==> src/rtl/sad_accumulator_if.sv <==
// sad_accumulator_if
// Groups the pixel-pair input stream and the SAD result stream of the
// sum-of-absolute-differences engine.
//   in_valid / in_ready  : pixel pair handshake (producer -> engine)
//   pix_a / pix_b        : current-block and reference-block pixels, unsigned
//   sad_valid / sad_ready: result handshake (engine -> consumer)
//   sad                  : sum of |pix_a - pix_b| over one block
// Modports: master = producer/consumer side, slave = engine side.
interface sad_accumulator_if #(
    parameter int PIX_W = 8,
    parameter int SUM_W = 12
);
    logic             in_valid;
    logic             in_ready;
    logic [PIX_W-1:0] pix_a;
    logic [PIX_W-1:0] pix_b;
    logic             sad_valid;
    logic             sad_ready;
    logic [SUM_W-1:0] sad;

    modport master (
        output in_valid, pix_a, pix_b, sad_ready,
        input  in_ready, sad_valid, sad
    );

    modport slave (
        input  in_valid, pix_a, pix_b, sad_ready,
        output in_ready, sad_valid, sad
    );
endinterface

==> src/rtl/sad_accumulator.sv <==
// sad_accumulator
// Streaming sum-of-absolute-differences engine. Each accepted pixel pair has
// |a-b| registered in stage 1, then added into the accumulator in stage 2.
// After BLOCK_N accepted pairs the engine stops accepting for one DRAIN cycle
// (last difference lands in acc), then holds the block result until the
// consumer takes it.
// Ports:
//   clk    : clock, rising edge
//   rst_n  : asynchronous reset, active low
//   clear  : synchronous abort of the current block (pending result dropped)
//   bus    : sad_accumulator_if.slave - input pair stream and result stream
module sad_accumulator #(
    parameter int PIX_W   = 8,
    parameter int BLOCK_N = 16,
    parameter int SUM_W   = PIX_W + $clog2(BLOCK_N)
) (
    input  logic              clk,
    input  logic              rst_n,
    input  logic              clear,
    sad_accumulator_if.slave  bus
);
    localparam int CNT_W = $clog2(BLOCK_N);
    localparam logic [CNT_W-1:0] LAST = CNT_W'(BLOCK_N - 1);

    typedef enum logic [1:0] {
        ACCUM = 2'd0,
        DRAIN = 2'd1,
        HOLD  = 2'd2
    } state_t;

    state_t             state;
    logic [CNT_W-1:0]   count;
    logic [SUM_W-1:0]   acc;
    logic [PIX_W-1:0]   absd;
    logic               s1_valid;
    logic               sad_valid_r;

    logic               in_ready_c;
    logic               accept;
    logic signed [PIX_W:0] diff;
    logic [PIX_W-1:0]   absd_next;

    always_comb begin
        // Zero-extended operands make the 9-bit signed difference span
        // -(2^PIX_W-1)..(2^PIX_W-1), so its magnitude always fits PIX_W bits.
        diff       = $signed({1'b0, bus.pix_a}) - $signed({1'b0, bus.pix_b});
        absd_next  = diff[PIX_W] ? PIX_W'(-diff) : diff[PIX_W-1:0];
        in_ready_c = rst_n & (state == ACCUM) & ~clear;
        accept     = bus.in_valid & in_ready_c;
    end

    assign bus.in_ready  = in_ready_c;
    assign bus.sad_valid = sad_valid_r;
    assign bus.sad       = acc;

    always_ff @(posedge clk or negedge rst_n) begin
        if (!rst_n) begin
            state       <= ACCUM;
            count       <= '0;
            acc         <= '0;
            absd        <= '0;
            s1_valid    <= 1'b0;
            sad_valid_r <= 1'b0;
        end else if (clear) begin
            state       <= ACCUM;
            count       <= '0;
            acc         <= '0;
            s1_valid    <= 1'b0;
            sad_valid_r <= 1'b0;
        end else begin
            s1_valid <= accept;
            if (accept) begin
                absd <= absd_next;
            end
            if (s1_valid) begin
                acc <= acc + SUM_W'(absd);
            end

            unique case (state)
                ACCUM: begin
                    if (accept) begin
                        if (count == LAST) begin
                            count <= '0;
                            state <= DRAIN;
                        end else begin
                            count <= count + CNT_W'(1);
                        end
                    end
                end
                DRAIN: begin
                    // The final difference is added to acc on this edge, so
                    // the result is complete when sad_valid rises.
                    state       <= HOLD;
                    sad_valid_r <= 1'b1;
                end
                HOLD: begin
                    if (bus.sad_ready) begin
                        acc         <= '0;
                        sad_valid_r <= 1'b0;
                        state       <= ACCUM;
                    end
                end
                default: begin
                    state <= ACCUM;
                end
            endcase
        end
    end
endmodule

==> src/flat_wrapper.sv <==
// flat-port wrapper written by rule: the top's interface ports become plain ports
module sad_accumulator_flat 
#(
    parameter int PIX_W   = 8,
    parameter int BLOCK_N = 16,
    parameter int SUM_W   = PIX_W + $clog2(BLOCK_N)
)
  (clk, rst_n, clear, bus_in_valid, bus_pix_a, bus_pix_b, bus_sad_ready, bus_in_ready, bus_sad_valid, bus_sad);
  sad_accumulator_if #(.PIX_W(PIX_W), .SUM_W(SUM_W)) bus_i ();
  input  logic clk;
  input  logic rst_n;
  input  logic clear;
  input wire logic [$bits(bus_i.in_valid)-1:0] bus_in_valid;
  input wire logic [$bits(bus_i.pix_a)-1:0] bus_pix_a;
  input wire logic [$bits(bus_i.pix_b)-1:0] bus_pix_b;
  input wire logic [$bits(bus_i.sad_ready)-1:0] bus_sad_ready;
  output wire logic [$bits(bus_i.in_ready)-1:0] bus_in_ready;
  output wire logic [$bits(bus_i.sad_valid)-1:0] bus_sad_valid;
  output wire logic [$bits(bus_i.sad)-1:0] bus_sad;
  assign bus_i.in_valid = bus_in_valid;
  assign bus_i.pix_a = bus_pix_a;
  assign bus_i.pix_b = bus_pix_b;
  assign bus_i.sad_ready = bus_sad_ready;
  assign bus_in_ready = bus_i.in_ready;
  assign bus_sad_valid = bus_i.sad_valid;
  assign bus_sad = bus_i.sad;
  sad_accumulator #(.PIX_W(PIX_W), .BLOCK_N(BLOCK_N), .SUM_W(SUM_W)) u_core (.clk(clk), .rst_n(rst_n), .clear(clear), .bus(bus_i));
endmodule
==> config.mk <==
export PLATFORM = sky130hd
export DESIGN_NAME = sad_accumulator_flat
export DESIGN_NICKNAME = d
export VERILOG_FILES = /design/src/rtl/sad_accumulator_if.sv /design/src/rtl/sad_accumulator.sv /design/src/flat_wrapper.sv
export SDC_FILE = /design/constraint.sdc
export NUM_CORES = 1
export LEC_CHECK = 0
export CAP_MARGIN = 20
export CORE_AREA = 2 2 67 69
export CTS_BUF_LIST = sky130_fd_sc_hd__clkbuf_8
export DETAILED_ROUTE_END_ITERATION = 16
export DIE_AREA = 0 0 69 71
export GPL_ROUTABILITY_DRIVEN = 0
export PLACE_DENSITY = 0.78
export RECOVER_POWER = 100
export SLEW_MARGIN = 25
export SYNTH_ARGS = -nofsm -noshare
export SYNTH_HDL_FRONTEND = slang
export SYNTH_SLANG_ARGS = --single-unit
==> constraint.sdc <==
create_clock -name clk -period 2.23 [get_ports clk]
set_input_delay 0.446 -clock clk [delete_from_list [all_inputs] [get_ports clk]]
set_output_delay 0.446 -clock clk [all_outputs]
set_load 0.02 [all_outputs]
==> Yosys cells after proc, flatten, opt, wreduce, memory -nomap -nowiden <==
Index checks and enable logic that the tools add are counted.
{ "classes": {"addsub": 4, "n_eq_ne": 6, "mux": 18, "bitwise": 4, "reduce_logical": 8} }
{ "op_table": {"columns": ["cell", "count"], "rows": [
  ["12-bit 2-to-1 mux", 4],
  ["4-bit 2-to-1 mux", 4],
  ["12-bit by 8-bit adder with 12-bit output", 1],
  ["8-bit by 8-bit subtractor with 9-bit output", 1],
  ["2-bit 2-to-1 mux", 4],
  ["8-bit 2-to-1 mux", 1],
  ["8-bit negator", 1],
  ["3-bit != test (second input constant)", 2],
  ["2-bit one-hot mux with 3 select lines", 1],
  ["2-bit AND reduction", 3],
  ["4-bit by 1-bit adder with 4-bit output (second input constant)", 1],
  ["4-bit equality test (second input constant)", 1],
  ["2-bit nonzero test", 2],
  ["1-bit AND", 3],
  ["1-bit 2-to-1 mux", 3],
  ["3-bit by 2-bit != test with 1-bit output (second input constant)", 1],
  ["3-bit AND reduction", 1],
  ["3-bit nonzero test", 1],
  ["2-bit by 1-bit equality test with 1-bit output (second input constant)", 1],
  ["2-bit equality test (second input constant)", 1],
  ["2-bit zero test", 1],
  ["1-bit one-hot mux with 2 select lines", 1],
  ["1-bit NOT", 1]
]} }
{ "word_totals": {"reg_bits": 28, "input_bits": 21, "out_inout_bits": 14, "wordCells": 46} }

==> Longest topological paths before layout <==
{ "depth": {"word_depth": 7, "ltp_mapped": 11, "depth_no_buf": 11} }

==> Worst setup path before layout <==
OpenSTA, ideal clock, no wires.
{ "synth_path": {"kind": "input -> register", "start": "input bus_pix_a[0]", "end": "register u_core.absd[6]", "setup_ns": 0.125, "t_arrival_ns": 2.269, "t_required_ns": 2.105, "slack_ns": -0.164, "stages": 11, "path_buffers": 0, "cell_sequence": "inv_1 -> ha_1 -> inv_1 -> fa_1 -> a211oi_2 -> o21ai_1 -> a21o_2 -> a21oi_4 -> o21ai_1 -> xnor2_1 -> mux2_2"} }
{ "synth_via": {"elab_chain_cells": 3} }
{ "synth_lines": {"columns": ["element", "line", "rtl"], "rows": [
  ["start: declaration", "flat_wrapper.sv:14", "input wire logic [$bits(bus_i.pix_a)-1:0] bus_pix_a;"],
  ["8-bit by 8-bit subtractor with 9-bit output *", "sad_accumulator.sv:46", "diff = $signed({1'b0, bus.pix_a}) - $signed({1'b0, bus.pix_b});"],
  ["8-bit negator", "sad_accumulator.sv:47", "absd_next = diff[PIX_W] ? PIX_W'(-diff) : diff[PIX_W-1:0];"],
  ["8-bit 2-to-1 mux *", "sad_accumulator.sv:47", null],
  ["end signal: assignment", "sad_accumulator.sv:73", "absd <= absd_next;"],
  ["end: declaration", "sad_accumulator.sv:34", "logic [PIX_W-1:0] absd;"]
]} }
Mark *: on every way between the ends. The rest lies on a longest branch, timed or not.
A chain may end at the register's enable or synchronous reset.

==> Worst setup path after layout <==
{ "layout_path": {"start": "input bus_pix_a[1]", "end": "register u_core.absd[2]"} }
The elaborated chain is that of the path after synthesis.

==> flow_metrics.py <==
metrics = {
    "sta": {
        "finalCritPeriodShare_pct": 96.9,
        "fin_worst_skew_ns": 0.00335,
        "worst_pin_slew_ns": 0.670,
        "max_freq_mhz": 463,
        "max-slew-margin-rel_pct": 55.3,
        "drv_slew": 0,
        "final_hold_viol_count": 0,
        "grt_setup_unrepaired": "true",
        "fin_setup_tns_ns": 0,
        "min_period_ns": 2.16,
        "setup_violations": 0,
    },
    "synth": {
        "synth.distinct_cells": 41,
        "synth_top_area_cell": "dfrtp_1",
        "synth_seq_cells": 28,
        "synthDominantCellAreaShare_pct": 35.5,
        "syn_nets": 262,
        "syn_area_um2": 1970,
        "synth_warnings": 0,
        "syn_inst": 221,
        "ys_seq_area_share_pct": 35.5,
        "synth.area.top_cells": "dfrtp_1, ha_1, xnor2_1",
        "avgSynthCellArea_um2": 8.93,
    },
    "pwr": {
        "power_frac_comb_pct": 39.1,
        "fin_total_pwr_mw": 1.67,
        "ir_drop_mv": 0.292,
        "p_switching_mw": 0.536,
        "p_leak_nw": 1.26,
        "p_int_mw": 1.13,
        "seqPwrFrac_pct": 36.8,
        "switching_share_pct": 32.2,
        "power_frac_clock_pct": 24.1,
        "power_density_nw_per_um2": 604,
    },
    "layout": {
        "nNetsFinal": 321,
        "drive_above_1_share_pct": 23.3,
        "diodes": 0,
        "finalNonFillerCells": 331,
        "layout_common_cells": "dfrtp_1, nor2_1, buf_4",
        "final_common_cell": "dfrtp_1",
        "area_growth_pct": 39.8,
    },
    "grt": {
        "grt_pass1_vias": 1708,
        "grt_util_all_layers_pct": 17.1,
        "antenna_found_initial": 0,
        "grt_pass1_wl_mm": 6.95,
        "grt_max_degree": 29,
        "grt_overflow": 0,
    },
    "floorplan": {
        "die_w_um": 69,
        "ioPinCount": 35,
        "core_um2": 4200,
        "die_h_um": 71,
        "die_area_um2": 4900,
        "rows": 24,
        "initial_core_util_pct": 46.9,
    },
    "worst_setup_path": {
        "cpPeakStageDelay_ns": 0.40,
        "slowest_stage": "fa_2",
        "crit_type": "in -> reg",
        "cp.arrival_ns": 2.32,
        "path_max_fanout": 7,
        "r2r_cells": 8,
        "cp_num_buf_inv": 2,
        "crit_family": "compound AO/OA/AOI/OAI gates",
        "cp.required_ns": 2.39,
        "cp_common_cell": "o21ai_1",
        "cp-end-kind": "flip-flop",
        "cp_cell_sequence": "dlygate4sd2_1 > fa_2 > a211oi_4 > o21ai_1 > a21o_2 > a21oi_4 > buf_6 > and2b_1 > xor2_1 > o21ai_1",
        "crit_cells": 10,
        "critPathLaunchType": "primary input",
    },
    "clock_tree": {
        "cts_buffer_depth": 2,
        "clk_pin_slew_worst_paths_ns": 0.09,
        "htreeDepth": 1,
        "clock_latency_ns": 0.27,
        "cts_tree": "built",
        "ctsHoldBuffers": 0,
        "cts_root_buf": "clkbuf_8",
        "clock-sinks": 28,
        "cts_made_buffers": 3,
    },
    "drt": {
        "routedWlPerCell_um": 12.8,
        "antenna_left": 0,
        "drcViolationCount": 0,
        "drt_iter0_drc": 115,
        "wirelength_mm": 4.25,
        "viasPerCell": 5.32,
        "via_count": 1760,
        "drtPass1Iterations": 4,
    },
    "status": {
        "status": "finished, final reports clean",
    },
    "placed_design": {
        "hpwl_mm": 3.06,
        "portBuffers": 34,
        "dp_cells": 324,
    },
    "flow_run": {
        "cap_violations": 0,
    },
    "hold_path": {
        "min_path_type": "reg -> reg",
        "hold_depth": 2,
    },
}
## per-layer routing
layer	wire length [um]	track usage [%]	share of wire, %
met2	2310	32.5	54
met5	0	0	0
met3	131	1.99	3.1
met4	69	9.15	1.6
met1	1740	18.6	41
## cells in the mapped netlist (all sizes together)
| master | number |
|---|---|
| nor3 | 4 |
| clkbuf | 4 |
| mux2 | 1 |
| o22ai | 1 |
| nand3 | 5 |
| fa | 2 |
| and3 | 1 |
| nor3b | 1 |
| nor4b | 1 |
| o21a | 1 |
| a2bb2oi | 1 |
| inv | 19 |
| xnor2 | 14 |
| or3 | 5 |
| o31a | 2 |
| ha | 18 |
| and2b | 1 |
| a221oi | 1 |
| nand2b | 2 |
| a21oi | 18 |
| o21bai | 2 |
| mux2i | 6 |
| dfrtp | 28 |
| nand4 | 3 |
| o31ai | 1 |
| nor2 | 24 |
| a21o | 4 |
| xor2 | 3 |
| nor2b | 2 |
| o21ai | 24 |
| and2 | 1 |
| buf | 1 |
| a211oi | 5 |
| nand2 | 15 |
## sequential cells by signal, indices dropped and copies added, names as in the netlist
name	flops
u_core.bus.sad	12
u_core.absd	8
u_core.count	4
u_core.state	2
u_core.bus.sad_valid	1
u_core.s1_valid	1
## power by group through the flow
stage | combinational, mW | clock (mW) | sequential, mW
4_1_cts | 0.600 | 0.406 | 0.612
3_3_place_gp | 0.550 | 0 | 0.616
5_1_grt | 0.720 | 0.424 | 0.621
6_report | 0.652 | 0.401 | 0.613
2_1_floorplan | 0.373 | 0 | 0.616
3_5_place_dp | 0.570 | 0 | 0.622
## through the flow
stage,hold slack (ns),utilization (%),setup slack [ns],area (um^2)
2_1_floorplan,0.150,-,-0.102,1980
3_3_place_gp,0.468,60.1,-0.522,2530
3_5_place_dp,0.478,60.1,-0.608,2530
4_1_cts,0.508,62.9,-0.0129,2650
5_1_grt,0.529,65.6,-0.0378,2760
6_report,0.503,65.6,0.0695,2760
## cell families (layout without fill, tap and decap cells)
| logic type | Yosys count | after routing | share of synthesized area (%) |
|---|---|---|---|
| adders and majority gates | 20 | 20 | 13.4 |
| DFF | 28 | 28 | 35.5 |
| xor gates and xnor gates | 17 | 17 | 7.93 |
| buffers and inverters | 24 | 82 | 4.63 |
| muxes | 7 | 7 | 3.61 |
| AOI/OAI and AO/OA | 60 | 60 | 19.2 |
| and+or+nand+nor | 65 | 65 | 15.7 |
## timing repair
item / in CTS / in global routing
endpoints found under the setup margin: 10 / 10
cloned: 0 / 0
buffers inserted: 0 / 3
pin swaps: 12 / 18
resized for setup: 29 / 25
## cell type report
type | count | area [um^2]
Timing Repair Buffer | 59 | 514
Fill cell | 352 | 1450
Clock inverter | 1 | 30.0
Tap cell | 52 | 65.1
Multi-Input combinational cell | 169 | 1330
Inverter | 19 | 73.8
Clock buffer | 3 | 41.3
Sequential cell | 28 | 702
## tightest hold or removal path: cells and delay by family (launching register included)
family / cells / cell delay (ns)
flip-flops: 1 / 0.36
AO/OA/AOI/OAI: 1 / 0.06
AND/OR/NAND/NOR: 1 / 0.05
## final timing paths
kind	end	from	slack (ns)
min in group asynchronous	u_core.bus.sad[4]	rst_n	0.83
max	u_core.absd[2]	bus_pix_a[1]	0.07
min	u_core.absd[2]	u_core.absd[2]	0.50
max in group asynchronous	u_core.bus.sad[1]	rst_n	0.94
max reg2reg	u_core.bus.sad[11]	u_core.bus.sad[1]	0.12
min reg2reg	u_core.absd[2]	u_core.absd[2]	0.50
(Power assumes the default switching activity.)
